### src/rtl/queue_drain_stage_pkg.sv
// queue_drain_stage_pkg: shared state encoding and entry-width helper for the drain stage
package queue_drain_stage_pkg;
    typedef enum logic [1:0] {
        EMPTY = 2'b00,
        ONE   = 2'b01,
        TWO   = 2'b11
    } state_t;
    localparam int M_WIDTH_DEF = 8;
    localparam int N_WIDTH_DEF = 8;
    localparam int ENTRY_WIDTH = M_WIDTH_DEF + N_WIDTH_DEF;
    function automatic int entry_width(int m, int n);
        return m + n;
    endfunction
endpackage

### src/rtl/queue_drain_stage_if.sv
// queue_drain_stage_if: queue-side and consumer-side signals of the drain stage
// slave  (the stage): in flush, q_empty, q_dout, out_stall; out q_rd, out_valid, out_data, occupancy
// master (its environment): the mirror image
interface queue_drain_stage_if #(
    parameter int M_WIDTH = 8,
    parameter int N_WIDTH = 8
);
    localparam int W = queue_drain_stage_pkg::entry_width(M_WIDTH, N_WIDTH);
    logic         flush;
    logic         q_empty;
    logic [W-1:0] q_dout;
    logic         q_rd;
    logic         out_valid;
    logic [W-1:0] out_data;
    logic         out_stall;
    logic [1:0]   occupancy;
    modport slave (
        input  flush, q_empty, q_dout, out_stall,
        output q_rd, out_valid, out_data, occupancy
    );
    modport master (
        output flush, q_empty, q_dout, out_stall,
        input  q_rd, out_valid, out_data, occupancy
    );
endinterface

### src/rtl/queue_drain_stage_drain_entry_reg.sv
// drain_entry_reg: entry register with load enable
// clk clock, clr async active-low clear, ld load enable, d data in, q data out
module drain_entry_reg #(
    parameter int W = 16
) (
    input  logic         clk,
    input  logic         clr,
    input  logic         ld,
    input  logic [W-1:0] d,
    output logic [W-1:0] q
);
    always_ff @(posedge clk or negedge clr)
        if (!clr) q <= '0;
        else if (ld) q <= d;
endmodule

### src/rtl/queue_drain_stage.sv
// queue_drain_stage: two-entry skid stage draining the M/N entry queue onto a valid/stall consumer
// clk clock, clr async active-low reset, bus (slave): queue pop side and consumer side
module queue_drain_stage
    import queue_drain_stage_pkg::*;
#(
    parameter int M_WIDTH = 8,
    parameter int N_WIDTH = 8
) (
    input logic                 clk,
    input logic                 clr,
    queue_drain_stage_if.slave  bus
);
    localparam int W = entry_width(M_WIDTH, N_WIDTH);
    state_t       state;
    logic         pop, drain, main_ld, skid_ld;
    logic [W-1:0] main_q, skid_q, main_d;
    // Pop eligibility uses only registered state, so the consumer stall never reaches the queue pointer
    assign pop     = clr & ~bus.flush & ~bus.q_empty & (state != TWO);
    assign drain   = bus.out_valid & ~bus.out_stall;
    assign main_ld = ~bus.flush & ((state == TWO) ? drain : pop & ((state == EMPTY) | drain));
    assign skid_ld = pop & ~drain & (state == ONE);
    assign main_d  = (state == TWO) ? skid_q : bus.q_dout;
    always_ff @(posedge clk or negedge clr)
        if (!clr) state <= EMPTY;
        else if (bus.flush) state <= EMPTY;
        else state <= (state == EMPTY) ? (pop ? ONE : EMPTY) :
                      (state == ONE)   ? ((pop & ~drain) ? TWO : (~pop & drain) ? EMPTY : ONE) :
                      (drain ? ONE : TWO);
    drain_entry_reg #(.W(W)) u_main (.clk(clk), .clr(clr), .ld(main_ld), .d(main_d), .q(main_q));
    drain_entry_reg #(.W(W)) u_skid (.clk(clk), .clr(clr), .ld(skid_ld), .d(bus.q_dout), .q(skid_q));
    assign bus.q_rd      = pop;
    assign bus.out_valid = (state != EMPTY);
    // Stale register contents are masked so an idle output always reads zero
    assign bus.out_data  = bus.out_valid ? main_q : '0;
    assign bus.occupancy = (state == TWO) ? 2'd2 : (state == ONE) ? 2'd1 : 2'd0;
endmodule

### src/flat_wrapper.sv
// flat-port wrapper written by rule: the top's interface ports become plain ports
module queue_drain_stage_flat import queue_drain_stage_pkg::*;
#(
    parameter int M_WIDTH = 8,
    parameter int N_WIDTH = 8
)
  (clk, clr, bus_flush, bus_q_empty, bus_q_dout, bus_out_stall, bus_q_rd, bus_out_valid, bus_out_data, bus_occupancy);
  queue_drain_stage_if #(.M_WIDTH(M_WIDTH), .N_WIDTH(N_WIDTH)) bus_i ();
  input logic clk;
  input logic clr;
  input wire logic [$bits(bus_i.flush)-1:0] bus_flush;
  input wire logic [$bits(bus_i.q_empty)-1:0] bus_q_empty;
  input wire logic [$bits(bus_i.q_dout)-1:0] bus_q_dout;
  input wire logic [$bits(bus_i.out_stall)-1:0] bus_out_stall;
  output wire logic [$bits(bus_i.q_rd)-1:0] bus_q_rd;
  output wire logic [$bits(bus_i.out_valid)-1:0] bus_out_valid;
  output wire logic [$bits(bus_i.out_data)-1:0] bus_out_data;
  output wire logic [$bits(bus_i.occupancy)-1:0] bus_occupancy;
  assign bus_i.flush = bus_flush;
  assign bus_i.q_empty = bus_q_empty;
  assign bus_i.q_dout = bus_q_dout;
  assign bus_i.out_stall = bus_out_stall;
  assign bus_q_rd = bus_i.q_rd;
  assign bus_out_valid = bus_i.out_valid;
  assign bus_out_data = bus_i.out_data;
  assign bus_occupancy = bus_i.occupancy;
  queue_drain_stage #(.M_WIDTH(M_WIDTH), .N_WIDTH(N_WIDTH)) u_core (.clk(clk), .clr(clr), .bus(bus_i));
endmodule
### config.mk
export PLATFORM = sky130hd
export DESIGN_NAME = queue_drain_stage_flat
export DESIGN_NICKNAME = d
export VERILOG_FILES = /design/src/rtl/queue_drain_stage_pkg.sv /design/src/rtl/queue_drain_stage_if.sv /design/src/rtl/queue_drain_stage_drain_entry_reg.sv /design/src/rtl/queue_drain_stage.sv /design/src/flat_wrapper.sv
export SDC_FILE = /design/constraint.sdc
export NUM_CORES = 1
export LEC_CHECK = 0
export CAP_MARGIN = 10
export CORE_MARGIN = 4
export CORE_UTILIZATION = 25
export DETAILED_ROUTE_END_ITERATION = 10
export HOLD_SLACK_MARGIN = 0.02
export PLACE_DENSITY_LB_ADDON = 0.08
export SYNTH_ARGS = -nofsm -noshare
export SYNTH_HDL_FRONTEND = slang
export SYNTH_SLANG_ARGS = --single-unit
### constraint.sdc
create_clock -name clk -period 5.1 [get_ports clk]
set_clock_uncertainty 0.15 [all_clocks]
set_input_delay 1.53 -clock clk [delete_from_list [all_inputs] [get_ports clk]]
set_output_delay 1.53 -clock clk [all_outputs]
set_load 0.005 [all_outputs]
; ---- Word-level counts from Yosys, hierarchy flattened
; Cells that the tools add are included.
[classes]
n_eq_ne = 3
mux = 12
bitwise_logic = 15
reduce_logical = 2
[ops]
columns = operator, n
row1 = $mux 16, 2
row2 = $mux 2, 6
row3 = $and 1x1->1, 9
row4 = $not 1->1, 5
row5 = $mux 1, 4
row6 = $eq 2x1->1 const B, 1
row7 = $eq 2x2->1 const B, 1
row8 = $logic_not 2->1, 1
row9 = $ne 2x2->1 const B, 1
row10 = $reduce_bool 2->1, 1
row11 = $or 1x1->1, 1
[totals]
reg_bits = 34
inputBits = 21
elab_cells = 35

; ---- Logic depth before layout (Yosys ltp)
[logic_depth]
depth_word = 11
mapped_depth = 5
depth_no_buf = 4

; ---- Hierarchy
; From an unflattened synthesis, not the netlist that was laid out.
[unflattened]
cells_unflattened = 119
hier_area_um2 = 1784.2
[modules_own_cells]
columns = module, n_inst, cells_each, area_per_inst_um2
row1 = drain_entry_reg, 2, 34, 649.4
row2 = queue_drain_stage, 1, 51, 485.5

; ---- Least setup slack after synthesis
; OpenSTA, ideal clock, no wires.
[synth_timing]
kind = input -> output
start = in bus_q_empty
end = out bus_q_rd
arrival_ns = 1.897
setup_slack_ns = 1.523
path_stages = 2
cell_sequence = nand2b_1 nor3_1
[synth_via]
elab_chain_cells = 3
[synth_lines]
columns = item, line
row1 = start: declaration, flat_wrapper.sv:12  ; input wire logic [$bits(bus_i.q_empty)-1:0] bus_q_empty;
row2 = $not 1->1, queue_drain_stage.sv:18  ; assign pop = clr & ~bus.flush & ~bus.q_empty & (state != TWO);
row3 = $and 1x1->1 (2 in a row), queue_drain_stage.sv:18
row4 = end: declaration, flat_wrapper.sv:15  ; output wire logic [$bits(bus_i.q_rd)-1:0] bus_q_rd;
; No other way between the ends.

; ---- Worst setup path in the final report
; Ends and elaborated chain as after synthesis.

==> results.json <==
{
  "worst_hold_path_type": "flop to flop",
  "crit-reg2reg-launch": "u_core.state[0]",
  "ctsHoldBuffers": 0,
  "io_buffer_count": 40,
  "synth_edf_count": 0,
  "drt-total-wl_mm": 3.78,
  "min_path_cells": 1,
  "globalRouteTotalUtil_pct": 9.84,
  "clock_insertion_delay_worst_skew_ps": 270,
  "placeable_area_mm2": 0.00646,
  "finalCritPeriodShare_pct": 88.7,
  "worstSetupStartpointType": "input port",
  "io-pin-count": 41,
  "nNetsFinal": 184,
  "ctsLongestPathBuffers": 2,
  "drt-vias-per-instance": 4.43,
  "die_height_um": 90.2,
  "cts_inserted_buffers": 5,
  "timing.critical_path.arrival_ps": 2850,
  "grt_setup_unrepaired": "false",
  "layout-area-overhead-vs-synth_pct": 32.5,
  "slew_headroom_pct": 52.7,
  "vdd.ir_drop.worst_uv": 88.8,
  "post_cts_setup_repair_bufs": 0,
  "ys_seq_area_share_pct": 50.4,
  "startpoint": "bus_q_empty",
  "maximum_number_of_pins_on_one_net_before_global_route_repair": 36,
  "place_hpwl_mm": 2.62,
  "drt-initial-drc-count": 9,
  "end_kind": "output port",
  "place_inst": 233,
  "cts_htree_levels": 2,
  "power-per-cell-area_mw_per_mm2": 293,
  "routed-via-count": 1063,
  "route.detailed.drc": 0,
  "hold_path_startpoint": "u_core.u_skid.q[6]",
  "first_global_vias": 1227,
  "antenna_found_initial": 0,
  "postSynth.asyncResetShare_pct": 100,
  "die-area_mm2": 0.00814,
  "slowest_stage": "sky130_fd_sc_hd__clkdlybuf4s50_1",
  "report.final.hold_viol_count": 0,
  "postSynthCellCount": 118,
  "die-width_um": 90.2,
  "synth_top_flop_cell": "sky130_fd_sc_hd__dfrtp_1",
  "max_slew.worst_pin.slew_ps": 708,
  "postSynthRegisterBits": 34,
  "clock_tree_from_tritoncts": "built",
  "first_pass_grt_wire_length_mm": 6.16,
  "routabilityCongestion": 0.694,
  "slowest_stage_delay_on_critical_path_ps": 530,
  "drive_above_1_share_pct": 31.3,
  "worstPathCellList": "clkdlybuf4s50_1 -> nand2b_1 -> nor3_1 -> clkdlybuf4s50_1",
  "setup-tns-final_ps": 0,
  "cts_repair_resize_count": 0,
  "initial_core_util_pct": 26.2,
  "synthesis.area_mm2": 0.00169,
  "critPathMaxFanout": 4,
  "slew_violations": 0,
  "timing.fmax_ghz": 0.221,
  "layout_min_cycle_time_ps": 4530,
  "cts.sinks": 34,
  "max-cap-violations": 0,
  "routed_length_per_instance_um": 15.8,
  "synthesis.area_per_instance_um2": 14.3,
  "diode_insertion_count_for_antenna_repair": 0,
  "timing.reg2reg.worst_path_depth": 4,
  "outcome": "complete, no violations",
  "cp_data_required_time_ps": 3420,
  "cpMostUsedCell": "sky130_fd_sc_hd__clkdlybuf4s50_1",
  "synth_warnings": 0,
  "setup_viol": 0,
  "leakage_nw": 0.992,
  "cts.reportedPaths.clkPinSlew_ps": 60,
  "mappedNetlistNets": 139,
  "finalNonFillerCells": 240,
  "detailedRoute.firstPassIterationCount": 2,
  "crit_type": "input port to output port",
  "yosysUniqueCellTypes": 21,
  "clock-root-buffer": "sky130_fd_sc_hd__clkbuf_8",
  "rows": 29,
  "grt_remaining_overflow": 0,
  "drt.antenna.violating_nets": 0
}
[power by group]
group / switching [W] / internal [W] / total (W)
Sequential: 0.0000250 / 0.000319 / 0.000344
Combinational: 0.0000412 / 0.0000913 / 0.000132
Clock: 0.0000857 / 0.0000939 / 0.000180
[logic make-up (layout without fill, tap and decap cells)]
logic type	Yosys count	in the layout	synth area share, %
AND/OR/NAND/NOR	25	25	10.4
flip-flops	34	34	50.4
buffers and inverters	6	51	2.44
multiplexers	48	48	34.2
AO/OA/AOI/OAI	5	5	2.52
[state kept, by name, indices dropped and copies added, names as in the netlist]
name	count
u_core.state	2
u_core.u_main.q	16
u_core.u_skid.q	16
[final cells by class]
cell class | count | area, µm²
clock buffers | 7 | 76.3
fillers | 639 | 4220
inverters | 2 | 7.51
multi-input cells | 78 | 797
flip-flops and latches | 34 | 851
well taps | 77 | 96.3
repair buffers | 42 | 410
[metrics by stage]
stage	power, W	instance area [µm²]	setup WS, ps	hold WS, ps	util [%]
CTS	0.000671	2240	558	344	34.7
global route	0.000698	2240	512	361	34.7
detailed placement	0.000484	2160	563	329	33.5
global placement	0.000476	2160	585	318	33.5
finish	0.000656	2240	574	342	34.7
floorplan	0.000421	1690	1520	309	-
[cells in the mapped netlist, types with 2 or more instances]
library cell / instances / area share [%]
sky130_fd_sc_hd__mux2_4: 10 / 8.9
sky130_fd_sc_hd__nor2b_1: 17 / 6.3
sky130_fd_sc_hd__mux2_1: 11 / 7.3
sky130_fd_sc_hd__dfrtp_1: 34 / 50
sky130_fd_sc_hd__mux2_2: 27 / 18
sky130_fd_sc_hd__a21oi_1: 3 / 0.89
sky130_fd_sc_hd__buf_6: 2 / 1.3
[per-layer routing]
| layer | part of all wire [%] | vias up | global-route usage (%) |
|---|---|---|---|
| met3 | 4.4 | 4 | 2.92 |
| met4 | 1.0 | 0 | 3.44 |
| met5 | 0 | - | 0 |
| met2 | 52 | 28 | 17.9 |
| li1 | - | 500 | - |
| met1 | 43 | 531 | 10.9 |
[final timing paths]
check	end	slack (ps)
hold reg to reg	u_core.u_skid.q[6]	340
max in group asynchronous	u_core.u_skid.q[2]	3320
setup reg to reg	u_core.u_main.q[2]	3130
hold / removal	u_core.u_skid.q[6]	340
min in group asynchronous	u_core.state[1]	1160
setup / recovery	bus_q_rd	570
[worst max-delay path: cells and delay by family]
| kind | cells | cell delay [ps] |
|---|---|---|
| buffers and inverters | 2 | 940 |
| AND/OR/NAND/NOR | 2 | 370 |
[layout by cell type (no fill, tap or decap)]
cell and instances:
sky130_fd_sc_hd__mux2_4 10, sky130_fd_sc_hd__buf_4 2, sky130_fd_sc_hd__dfrtp_1 34, sky130_fd_sc_hd__nand2_2 1
sky130_fd_sc_hd__and2b_1 1, sky130_fd_sc_hd__a21oi_1 3, sky130_fd_sc_hd__nor2b_1 17, sky130_fd_sc_hd__mux2_2 27
sky130_fd_sc_hd__buf_2 1, sky130_fd_sc_hd__nand2b_1 1, sky130_fd_sc_hd__clkbuf_8 5, sky130_fd_sc_hd__a21oi_2 1
sky130_fd_sc_hd__inv_2 1, sky130_fd_sc_hd__inv_1 1, sky130_fd_sc_hd__mux2_1 11, sky130_fd_sc_hd__nor3b_1 1
sky130_fd_sc_hd__nand4b_4 1, sky130_fd_sc_hd__clkbuf_1 2, sky130_fd_sc_hd__clkdlybuf4s50_1 39, sky130_fd_sc_hd__nor2_1 1
sky130_fd_sc_hd__nor3_1 1, sky130_fd_sc_hd__o21bai_4 1, sky130_fd_sc_hd__nor3_2 1
Power figures use the tool's default switching activity.
